**src/rtl/cpu_types_pkg.sv**
```systemverilog
// Shared CPU-side types: data word and memory-viewer FSM states.
package cpu_types_pkg;

  typedef logic [31:0] word_t;

  typedef enum logic [1:0] {
    IDLE,
    SETTLE,
    CAPTURE,
    SHOW
  } viewstate_t;

  // Width of the word index held in addr[15:2].
  localparam int unsigned VIEW_IDX_W = 14;

  // Build a word-aligned address in the low 64 KiB from a word index.
  function automatic word_t view_addr(input logic [VIEW_IDX_W-1:0] idx);
    return {16'h0000, idx, 2'b00};
  endfunction

endpackage

```
**src/rtl/key_debounce.sv**
```systemverilog
// Pushbutton debouncer: 2-flop synchronizer plus stability counter.
// Emits a single-cycle press pulse once the key has been stably low;
// it re-arms only after the key has been stably high again.
module key_debounce #(
  parameter int unsigned DEBOUNCE_CYCLES = 250000
) (
  input  logic CLK,
  input  logic nRST,
  input  logic key_n,
  output logic press
);

  localparam int unsigned CW = (DEBOUNCE_CYCLES < 2) ? 1 : $clog2(DEBOUNCE_CYCLES + 1);

  logic          sync1;
  logic          sync2;
  logic          level;
  logic [CW-1:0] cnt;

  // Synchronize the raw key into the CLK domain; released (high) at reset.
  always_ff @(posedge CLK or negedge nRST) begin
    if (!nRST) begin
      sync1 <= 1'b1;
      sync2 <= 1'b1;
    end else begin
      sync1 <= key_n;
      sync2 <= sync1;
    end
  end

  // Accept a new level after DEBOUNCE_CYCLES consecutive differing samples;
  // any return to the accepted level restarts the count.
  always_ff @(posedge CLK or negedge nRST) begin
    if (!nRST) begin
      level <= 1'b1;
      cnt   <= '0;
      press <= 1'b0;
    end else begin
      press <= 1'b0;
      if (sync2 == level) begin
        cnt <= '0;
      end else if (cnt == CW'(DEBOUNCE_CYCLES - 1)) begin
        level <= sync2;
        cnt   <= '0;
        press <= ~sync2;
      end else begin
        cnt <= cnt + 1'b1;
      end
    end
  end

endmodule

```
**src/rtl/mem_view_ctrl.sv**
```systemverilog
// Board-side memory viewer: after CPU halt, takes over the memory port,
// walks word addresses from switches, keys or auto-scan, and latches
// the read data for display.
module mem_view_ctrl
  import cpu_types_pkg::*;
#(
  parameter int unsigned DEBOUNCE_CYCLES = 250000,
  parameter int unsigned READ_WAIT       = 2,
  parameter int unsigned SCAN_CYCLES     = 25000000
) (
  input  logic        CLK,
  input  logic        nRST,
  input  logic        halt,
  input  word_t       load,
  input  logic [15:0] sw_base,
  input  logic        sw_auto,
  input  logic        key_next_n,
  input  logic        key_prev_n,
  input  logic        key_base_n,
  output word_t       addr,
  output logic        ren,
  output logic        tbctrl,
  output word_t       word,
  output logic        word_valid,
  output logic        busy
);

  localparam int unsigned RCW = (READ_WAIT < 2) ? 1 : $clog2(READ_WAIT + 1);
  localparam int unsigned SCW = (SCAN_CYCLES < 2) ? 1 : $clog2(SCAN_CYCLES + 1);

  viewstate_t              state;
  logic [VIEW_IDX_W-1:0]   addr_idx;
  logic [RCW-1:0]          settle_cnt;
  logic [SCW-1:0]          dwell_cnt;

  logic                    press_next;
  logic                    press_prev;
  logic                    press_base;

  logic                    ev_accept;
  logic [VIEW_IDX_W-1:0]   ev_idx;

  logic                    unused_sw_lsbs;
  assign unused_sw_lsbs = ^sw_base[1:0];

  key_debounce #(.DEBOUNCE_CYCLES(DEBOUNCE_CYCLES)) u_deb_next (
    .CLK   (CLK),
    .nRST  (nRST),
    .key_n (key_next_n),
    .press (press_next)
  );

  key_debounce #(.DEBOUNCE_CYCLES(DEBOUNCE_CYCLES)) u_deb_prev (
    .CLK   (CLK),
    .nRST  (nRST),
    .key_n (key_prev_n),
    .press (press_prev)
  );

  key_debounce #(.DEBOUNCE_CYCLES(DEBOUNCE_CYCLES)) u_deb_base (
    .CLK   (CLK),
    .nRST  (nRST),
    .key_n (key_base_n),
    .press (press_base)
  );

  assign addr = view_addr(addr_idx);

  // Resolve SHOW-state events: base > next/prev (simultaneous cancels) > auto-scan.
  always_comb begin
    ev_accept = 1'b0;
    ev_idx    = addr_idx;
    if (press_base) begin
      ev_accept = 1'b1;
      ev_idx    = sw_base[15:2];
    end else if (press_next && !press_prev) begin
      ev_accept = 1'b1;
      ev_idx    = addr_idx + 1'b1;
    end else if (press_prev && !press_next) begin
      ev_accept = 1'b1;
      ev_idx    = addr_idx - 1'b1;
    end else if (sw_auto && (dwell_cnt == SCW'(SCAN_CYCLES - 1))) begin
      ev_accept = 1'b1;
      ev_idx    = addr_idx + 1'b1;
    end
  end

  // Viewer FSM with registered port-control, address and display outputs.
  always_ff @(posedge CLK or negedge nRST) begin
    if (!nRST) begin
      state      <= IDLE;
      addr_idx   <= '0;
      word       <= '0;
      word_valid <= 1'b0;
      ren        <= 1'b0;
      tbctrl     <= 1'b0;
      busy       <= 1'b0;
      settle_cnt <= '0;
      dwell_cnt  <= '0;
    end else begin
      if (!sw_auto) begin
        dwell_cnt <= '0;
      end
      if (!halt) begin
        // Release the port; word and address are kept for the display.
        state      <= IDLE;
        ren        <= 1'b0;
        tbctrl     <= 1'b0;
        word_valid <= 1'b0;
        busy       <= 1'b0;
      end else begin
        case (state)
          IDLE: begin
            addr_idx   <= sw_base[15:2];
            settle_cnt <= '0;
            ren        <= 1'b1;
            tbctrl     <= 1'b1;
            busy       <= 1'b1;
            word_valid <= 1'b0;
            state      <= SETTLE;
          end
          SETTLE: begin
            if (settle_cnt == RCW'(READ_WAIT - 1)) begin
              state <= CAPTURE;
            end else begin
              settle_cnt <= settle_cnt + 1'b1;
            end
          end
          CAPTURE: begin
            word       <= load;
            word_valid <= 1'b1;
            busy       <= 1'b0;
            dwell_cnt  <= '0;
            state      <= SHOW;
          end
          SHOW: begin
            if (ev_accept) begin
              addr_idx   <= ev_idx;
              word_valid <= 1'b0;
              busy       <= 1'b1;
              settle_cnt <= '0;
              dwell_cnt  <= '0;
              state      <= SETTLE;
            end else if (sw_auto) begin
              dwell_cnt <= dwell_cnt + 1'b1;
            end
          end
          default: state <= IDLE;
        endcase
      end
    end
  end

endmodule

```
**config.mk**
```make
export PLATFORM = sky130hd
export DESIGN_NAME = mem_view_ctrl
export DESIGN_NICKNAME = d
export VERILOG_FILES = /design/src/rtl/cpu_types_pkg.sv /design/src/rtl/key_debounce.sv /design/src/rtl/mem_view_ctrl.sv
export SDC_FILE = /design/constraint.sdc
export NUM_CORES = 1
export LEC_CHECK = 0
export ABC_AREA = 1
export ABC_CLOCK_PERIOD_IN_PS = 2100
export CORE_ASPECT_RATIO = 1.2
export CORE_UTILIZATION = 50
export CTS_BUF_LIST = sky130_fd_sc_hd__clkbuf_16
export CTS_CLUSTER_DIAMETER = 60
export CTS_CLUSTER_SIZE = 24
export DETAILED_ROUTE_END_ITERATION = 7
export GPL_TIMING_DRIVEN = 0
export PLACE_DENSITY = 0.73
export SKIP_LAST_GASP = 1
export SYNTH_ARGS = -nofsm -noshare
export SYNTH_HDL_FRONTEND = slang
export SYNTH_HIERARCHICAL = 1
export SYNTH_SLANG_ARGS = --single-unit
export TNS_END_PERCENT = 1
```
**constraint.sdc**
```tcl
create_clock -name CLK -period 2.1 [get_ports CLK]
set_clock_uncertainty 0.1 [all_clocks]
set_input_delay 0.63 -clock CLK [delete_from_list [all_inputs] [get_ports CLK]]
set_output_delay 0.63 -clock CLK [all_outputs]
set_load 0.02 [all_outputs]
```
# Word level (Yosys, flattened, before mapping)
# Cells that the tools add are included.
[classes] n_mul=0 order_cmp=0 n_eq_ne=18 div_mod_pow=0 add_sub_neg=7 n_reduce_logical=16 bitwise=6 muxes=42 shift=0
[op_table] operator="2-to-1 mux 18 bit" count=6
[op_table] operator="2-to-1 mux 25 bit" count=4
[op_table] operator="2-to-1 mux 14 bit" count=5
[op_table] operator="adder 18 x 1 -> 18 bit (second input constant)" count=3
[op_table] operator="equality test 18 bit (second input constant)" count=3
[op_table] operator="one-hot mux 25 bit (2 select lines)" count=1
[op_table] operator="one-hot mux 14 bit (2 select lines)" count=1
[op_table] operator="adder 25 x 1 -> 25 bit (second input constant)" count=1
[op_table] operator="equality test 25 bit (second input constant)" count=1
[op_table] operator="2-to-1 mux 1 bit" count=16
[op_table] operator="adder 14 x 1 -> 14 bit (second input constant)" count=1
[op_table] operator="subtractor 14 x 1 -> 14 bit (second input constant)" count=1
[op_table] operator="AND reduction 2 bit" count=6
[op_table] operator="2-to-1 mux 2 bit" count=5
[op_table] operator="one-hot mux 2 bit (4 select lines)" count=1
[op_table] operator="AND reduction 4 bit" count=2
[op_table] operator="inequality test 3 bit (second input constant)" count=2
[op_table] operator="inverter 1 bit" count=6
[op_table] operator="one-hot mux 1 bit (3 select lines)" count=2
[op_table] operator="one-hot mux 2 bit (3 select lines)" count=1
[op_table] operator="inequality test 5 x 4 -> 1 bit (second input constant)" count=1
[op_table] operator="equality test 2 x 1 -> 1 bit (second input constant)" count=2
[op_table] operator="equality test 2 bit (second input constant)" count=2
[op_table] operator="inequality test 2 bit (second input constant)" count=2
[op_table] operator="other kinds (9)" count=14
[totals] input_bits=55 ram_bits=0 regBits=144 mem_bits_ro=0 latch_bits=0 output_inout_bits=68 wordCells=112 memories=0

# Longest topological paths before layout
# Gate-level depths: netlist (run 1).
[logic_depth] ltp_word=9 depth_mapped=12 ltp_nobuf=11

# Hierarchy
# The synthesis (run 1) kept the hierarchy.
[modules_own_cells] module="mem_view_ctrl" cells_per_inst=641 n_inst=1 seq_area_each_um2=1951.9 area_each_um2=4948.5
[modules_own_cells] module="key_debounce at u_deb_base ..." cells_per_inst=149 n_inst=2 seq_area_each_um2=554.3 area_each_um2=1183.6
[modules_own_cells] module="key_debounce at u_deb_prev" cells_per_inst=139 n_inst=1 seq_area_each_um2=554.3 area_each_um2=1164.9

# Worst setup path after synthesis (run 1)
# No wires, ideal clock.
[synth_path] kind="register -> register" start="register state[1]" end="register dwell_cnt[14]" n_path_buf=2 arrival_ps=1647 stages_incl_launch_ff=11 setup_slack_ps=270 t_required_ps=1917 setup_ps=83 path_cell_list="dfrtp_1 > ha_1 > inv_1 > or2_0 > buf_2 > nor3_4 > nand2_4 > nor2_8 > buf_4 > nand3_1 > o21ai_0"
[synth_via] elab_chain_len=3
[synth_lines] element="from (decl)" line="mem_view_ctrl.sv:31" text="viewstate_t state;"
[synth_lines] element="from (signal assigned)" line="mem_view_ctrl.sv:91" text="state <= IDLE;"
[synth_lines] element="from (signal assigned)" line="mem_view_ctrl.sv:106" text="state <= IDLE;"
[synth_lines] element="from (signal assigned)" line="mem_view_ctrl.sv:120" text="state <= SETTLE;"
[synth_lines] element="equality test 2 bit" line="mem_view_ctrl.sv:112" text="case (state)"
[synth_lines] element="one-hot mux 25 bit (2 select lines) (*)" line="mem_view_ctrl.sv:112"
[synth_lines] element="2-to-1 mux 25 bit (*)" line="mem_view_ctrl.sv:104" text="if (!halt) begin"
[synth_lines] element="to (signal assigned)" line="mem_view_ctrl.sv:145" text="dwell_cnt <= dwell_cnt + 1'b1;"
[synth_lines] element="to (decl)" line="mem_view_ctrl.sv:34" text="logic [SCW-1:0] dwell_cnt;"
# Every way passes the cells marked *; elsewhere a longest branch is shown, timed or not.
# A chain may end at the register's enable or synchronous reset.

# Final worst setup path (run 1)
[layout_path] start="register addr_idx[7]" end="output port addr[9]"
[layout_lines] element="from (decl)" line="mem_view_ctrl.sv:32" text="logic [VIEW_IDX_W-1:0] addr_idx;"
[layout_lines] element="from (signal assigned)" line="mem_view_ctrl.sv:114" text="addr_idx <= sw_base[15:2];"
[layout_lines] element="from (signal assigned)" line="mem_view_ctrl.sv:138" text="addr_idx <= ev_idx;"
[layout_lines] element="to (decl)" line="mem_view_ctrl.sv:20" text="output word_t addr,"
# No word-level cell between the ends.

==> results of run 1 <==
[routing by layer]
metal,GRT usage,routed length [um],up-vias
met4,0.0721,196,0
met3,0.0384,627,13
li1,-,-,3651
met1,0.288,8300,3313
met5,0,0,-
met2,0.391,9930,121
[cells by family after synthesis]
kind of cell | after synthesis | synth area share
buffers and inverters | 165 | 0.0859
flip-flops | 144 | 0.426
XOR/XNOR | 44 | 0.0472
AO/OA/AOI/OAI | 74 | 0.0512
other | 1 | 0.000442
adder cells (fa/ha/maj) | 12 | 0.0177
multiplexers | 32 | 0.0425
AND/OR/NAND/NOR | 606 | 0.329
[worst max path at each step]
stage | startpoint | endpoint | slack (ns) | depth (start not counted)
2_1_floorplan | state[1] | dwell_cnt[14] | 0.27 | 10
3_3_place_gp | nRST | word[18] | -5.61 | 1
3_5_place_dp | halt | dwell_cnt[21] | -0.71 | 7
4_1_cts | addr_idx[5] | addr[7] | -0.22 | 1
5_1_grt | addr_idx[4] | addr[6] | -0.24 | 1
6_report | addr_idx[7] | addr[9] | -0.19 | 1
[metrics by stage]
stage / TNS (ns) / setup slack (ns)
after floorplan: 0 / 0.270
after global placement: -819.82 / -5.61
after detailed placement: -29.67 / -0.711
after CTS: -7.40 / -0.217
after global routing: -11.54 / -0.244
final: -4.22 / -0.193
[sequential cells by signal (all words and copies together), names as in the netlist, 2 cells and up]
name and count:
state 2, word 32, u_deb_prev/cnt 18, addr_idx 14, u_deb_next/cnt 18, dwell_cnt 25, settle_cnt 2, u_deb_base/cnt 18
[cells in the mapped netlist, drive strengths merged]
master | instances | area share
a211oi | 2 | 0.0018
a21oi | 24 | 0.016
a31oi | 1 | 0.00074
buf | 32 | 0.027
clkbuf | 8 | 0.0035
conb | 1 | 0.00044
dfrtp | 135 | 0.40
dfstp | 9 | 0.028
ha | 12 | 0.018
inv | 125 | 0.055
mux2 | 32 | 0.042
nand2 | 270 | 0.13
nand3 | 86 | 0.056
nand3b | 6 | 0.0053
nand4 | 26 | 0.019
nor2 | 190 | 0.098
nor3 | 19 | 0.014
nor3b | 3 | 0.0027
o211ai | 1 | 0.00089
o21ai | 45 | 0.031
o31ai | 1 | 0.00089
or2 | 6 | 0.0044
xnor2 | 11 | 0.013
xor2 | 33 | 0.034
[final cells by class]
| class | count | area share |
|---|---|---|
| clock inverter | 14 | 0.0124 |
| clock buffer | 17 | 0.0409 |
| sequential | 144 | 0.347 |
| buffer | 40 | 0.0250 |
| tap | 212 | 0.0255 |
| multi-input combinational | 786 | 0.404 |
| timing repair buffer | 102 | 0.100 |
| inverter | 125 | 0.0451 |
[power breakdown]
part	internal [mW]	switching, mW	leakage (nW)
combinational	1.67	2.03	2.65
sequential	3.31	0.445	1.87
clock	1.72	1.16	0.282
total	6.70	3.63	4.81
==> results_dict.tcl, run 1 <==
set metrics [dict create \
    dieHeight_um 145 \
    fin_cells 1440 \
    worst-endpoint-required_ns 1.37 \
    num_rows 51 \
    seqCellArea_sq_um 3610 \
    gp_congestion 0.905 \
    drive_above_1_share 0.153 \
    status "complete, but fails checks" \
    rsz0062_at_grt "yes" \
    port_buffers 101 \
    crit_type "reg2out" \
    grt_use_total 0.226 \
    timing.final.hold_violations 0 \
    power.density_nw_per_um2 993 \
    grt_pass1_wl_um 31300 \
    dp.cells 1409 \
    max_stage_delay_ns 0.66 \
    grt_pass1_vias 6497 \
    avgViaCountPerCell 4.93 \
    routed-via-count 7098 \
    tightest_slew_ns 0.601 \
    boundaryPins 123 \
    hold_path_class "in2async" \
    first_iter_violations 456 \
    cp_slowest_cell "clkdlybuf4s50_1" \
    grt_overflow 0 \
    dp_hpwl_um 14000 \
    max_slew_margin 0.600 \
    worst_ep_arrival_time_ns 1.56 \
    htree_levels 4 \
    fin_ws_ns -0.193 \
    cp-end-kind "output pin" \
    synth_area_per_cell_sq_um 7.87 \
    max-cap-violations 0 \
    synth_seq_cells 144 \
    antenna_left 0 \
    cts_tree "yes" \
    path_buf_inv 1 \
    detail_route.wl_per_cell_um 13.2 \
    clock_path_buffers 2 \
    cts_sinks 144 \
    clk_latency_ns 0.42 \
    violations "negative setup slack" \
    core_area_sq_um 16400 \
    syn_inst 1078 \
    synth_area_sq_um 8480 \
    antenna_found_initial 0 \
    cts_made_buffers 17 \
    synth_cell_types 41 \
    final_common_cell "nand2_1" \
    setup_viol 64 \
    most-common-layout-cells "250 x nand2_1, 162 x nor2_1, 135 x dfrtp_1" \
    area_growth_pct 22.7 \
    period_needed_ns 2.29 \
    yosysWarnings 6 \
    cts_resized 2 \
    r2r-start "addr_idx[0]" \
    multiInputGateArea_sq_um 4200 \
    die_w_um 121 \
    first_pass_iters 8 \
    dpl-instance-area_sq_um 9850 \
    drc 0 \
    regToRegSetupSlack_ns -0.04 \
    yosysSeqAreaShare 0.426 \
    final_area_sq_um 10400 \
    vdd_drop_max_uv 562 \
    min_period_over_period 1.09 \
    crit_fanout 8 \
    postCtsSetupBuffers 0 \
    reg2reg_to "addr_idx[12]" \
    wl_um 19100 \
    nNetsFinal 1283 \
    total_power_mw 10.3 \
    maxSlewViolCount 0 \
    timing.hold.ws_ns 0.0816 \
    worst_setup_path_start_kind "flop" \
    leakage_nw 4.81 \
    grt_max_degree 81 \
    die_area_sq_um 17500 \
    fmax_ghz 0.436 \
    path_delay_family "buffers and inverters" \
    r2r_cells 10 \
    clkTransAtPathRegs_ns 0.06 \
    post-route-util 0.635 \
    holdBufCountCts 0 \
    diodes 0 \
    path_cells "clkdlybuf4s50_1" \
    start_util 0.517 \
    fillCellCount 1445 \
    root_buffer "clkbuf_16" \
]
Note: power is estimated with default switching activity, not from simulation.
==> run 2, diff against run 1 <==
--- a/config.mk
+++ b/config.mk
@@ -14,6 +14,7 @@
 export CTS_CLUSTER_SIZE = 24
 export DETAILED_ROUTE_END_ITERATION = 7
 export GPL_TIMING_DRIVEN = 0
+export MAX_ROUTING_LAYER = met4
 export PLACE_DENSITY = 0.73
 export SKIP_LAST_GASP = 1
 export SYNTH_ARGS = -nofsm -noshare
==> constraint.sdc (replaced) <==
create_clock -name CLK -period 2.1 [get_ports CLK]
set_clock_uncertainty 0.1 [all_clocks]
set_input_delay 0.42 -clock CLK [delete_from_list [all_inputs] [get_ports CLK]]
set_output_delay 0.42 -clock CLK [all_outputs]
set_load 0.02 [all_outputs]
==> results_dict.tcl, run 2 (same netlist as run 1, synthesis figures left out) <==
set metrics [dict create \
    multiInputGateArea_sq_um 4210 \
    cp-end-kind "output pin" \
    antenna_found_initial 0 \
    path_delay_family "buffers and inverters" \
    fin_ws_ns -0.00452 \
    maxSlewViolCount 0 \
    crit_type "reg2out" \
    root_buffer "clkbuf_16" \
    start_util 0.517 \
    clock_path_buffers 2 \
    crit_fanout 8 \
    path_buf_inv 1 \
    vdd_drop_max_uv 566 \
    combPwrFrac 0.350 \
    antenna_left 0 \
    dieHeight_um 145 \
    first_pass_iters 5 \
    rsz0062_at_grt "yes" \
    timing.final.hold_violations 0 \
    htree_levels 4 \
    power.density_nw_per_um2 1010 \
    tightest_slew_ns 0.625 \
    path_cells "clkdlybuf4s50_1" \
    p_sw_frac 0.345 \
    violations "negative setup slack" \
    avgViaCountPerCell 4.98 \
    hold_path_class "reg2reg" \
    min_path_cells 0 \
    total_power_mw 10.6 \
    gp_congestion 0.923 \
    largest_register_ffs 32 \
    timing.hold.ws_ns 0.252 \
    boundaryPins 123 \
    core_area_sq_um 16400 \
    grt_pass1_wl_um 31400 \
    postCtsSetupBuffers 0 \
    die_area_sq_um 17500 \
    fmax_ghz 0.475 \
    seqCellArea_sq_um 3610 \
    leakage_nw 4.81 \
    pwr-share-clk 0.296 \
    top_regs "word: 32 flops, dwell_cnt: 25 flops" \
    max_stage_delay_ns 0.66 \
    period_needed_ns 2.10 \
    wl_um 19200 \
    die_w_um 121 \
    area_growth_pct 23.5 \
    diodes 0 \
    fillCellCount 1468 \
    num_rows 51 \
    largest_register "word" \
    cts_sinks 144 \
    dp_hpwl_um 14100 \
    cts_tree "yes" \
    first_iter_violations 527 \
    setup_viol 1 \
    r2r_cells 10 \
    routed-via-count 7177 \
    min_period_over_period 1.00 \
    dp_worst_setup_slack_ns -0.592 \
    clkTransAtPathRegs_ns 0.06 \
    power.switching_mw 3.65 \
    grt_use_total 0.231 \
    crit_cells 1 \
    drc 0 \
    worst_ep_arrival_time_ns 1.58 \
    worst-endpoint-required_ns 1.58 \
    cts_made_buffers 17 \
    max-cap-violations 0 \
    drive_above_1_share 0.154 \
    most-common-layout-cells "250 x nand2_1, 161 x nor2_1, 135 x dfrtp_1" \
    grt_overflow 0 \
    grt_max_degree 81 \
    nNetsFinal 1284 \
    status "complete, but fails checks" \
    clk_latency_ns 0.42 \
    grt_pass1_vias 6648 \
    intPower_mw 6.95 \
    max_slew_margin 0.584 \
    port_buffers 101 \
    worst_setup_path_start_kind "flop" \
    cp_slowest_cell "clkdlybuf4s50_1" \
    final_common_cell "nand2_1" \
    detail_route.wl_per_cell_um 13.3 \
    pwr-share-seq 0.354 \
]
-- run 2: changes by cell type in the layout (fill, tap and decap cells not counted), moves of 2 or more --
| cell | change |
|---|---|
| bufinv_16 | +2 |
| clkdlybuf4s50_1 | +2 |
| clkinv_1 | +5 |
| clkinv_2 | -4 |
| inv_1 | -2 |
-- run 2: area by class of cell --
class | instances | share of cell area
inverter | 125 | 0.0448
clock buffer | 17 | 0.0406
clock inverter | 15 | 0.0168
multi-input combinational | 786 | 0.402
tap | 212 | 0.0253
sequential | 144 | 0.345
buffer | 40 | 0.0250
timing repair buffer | 103 | 0.100
-- run 2: final timing paths --
kind / slack, ns / from / to
worst min register to register: 0.25 / u_deb_prev/sync1 / u_deb_prev/sync2
max in group asynchronous: 0.62 / nRST / u_deb_prev/level
worst max-delay path: -0.005 / addr_idx[6] / addr[8]
min in group asynchronous: 0.47 / nRST / u_deb_next/cnt[0]
worst min-delay path: 0.25 / u_deb_prev/sync1 / u_deb_prev/sync2
worst max register to register: 0.03 / state[1] / dwell_cnt[19]
-- run 2: power groups by stage --
| stage | clock network [mW] | registers, mW | logic (mW) |
|---|---|---|---|
| 6_report | 3.13 | 3.75 | 3.72 |
| 5_1_grt | 3.31 | 3.83 | 4.05 |
| 4_1_cts | 3.19 | 3.75 | 3.75 |
| 3_5_place_dp | 0 | 3.80 | 3.73 |
| 3_3_place_gp | 0 | 3.78 | 3.67 |
| 2_1_floorplan | 0 | 4.28 | 1.65 |
-- run 2: worst register-to-register path, cell delays in order (launching register included) --
cell and delay (ns):
dfrtp_1 0.41, ha_1 0.18, inv_1 0.06, or2_0 0.18, buf_2 0.16, nor3_4 0.22, nand2_4 0.17, nor2_8 0.14
buf_4 0.19, nand4_1 0.11, nand2_1 0.09
-- run 2: metal layers --
| metal | vias to the layer above | track usage | share of wire |
|---|---|---|---|
| li1 | 3657 | - | - |
| met1 | 3352 | 0.295 | 0.45 |
| met5 | - | - | 0 |
| met3 | 22 | 0.0388 | 0.033 |
| met4 | 0 | 0.0695 | 0.013 |
| met2 | 146 | 0.378 | 0.51 |
-- run 2: through the flow --
stage,utilization,instance area (sq um),instances,setup TNS (ns)
floorplan,-,8540,1095,0
global placement,0.599,9820,1408,-774.17
detailed placement,0.601,9850,1409,-16.93
CTS,0.638,10500,1442,-0.0168
global route,0.639,10500,1442,-3.60
finish,0.639,10500,1442,-0.00452
-- run 2: timing repair --
item,4_1_cts,5_1_grt
hold buffers,1,0
gates resized for setup,1,5
hold endpoints to repair,64,0
endpoints found under the setup margin,12,76
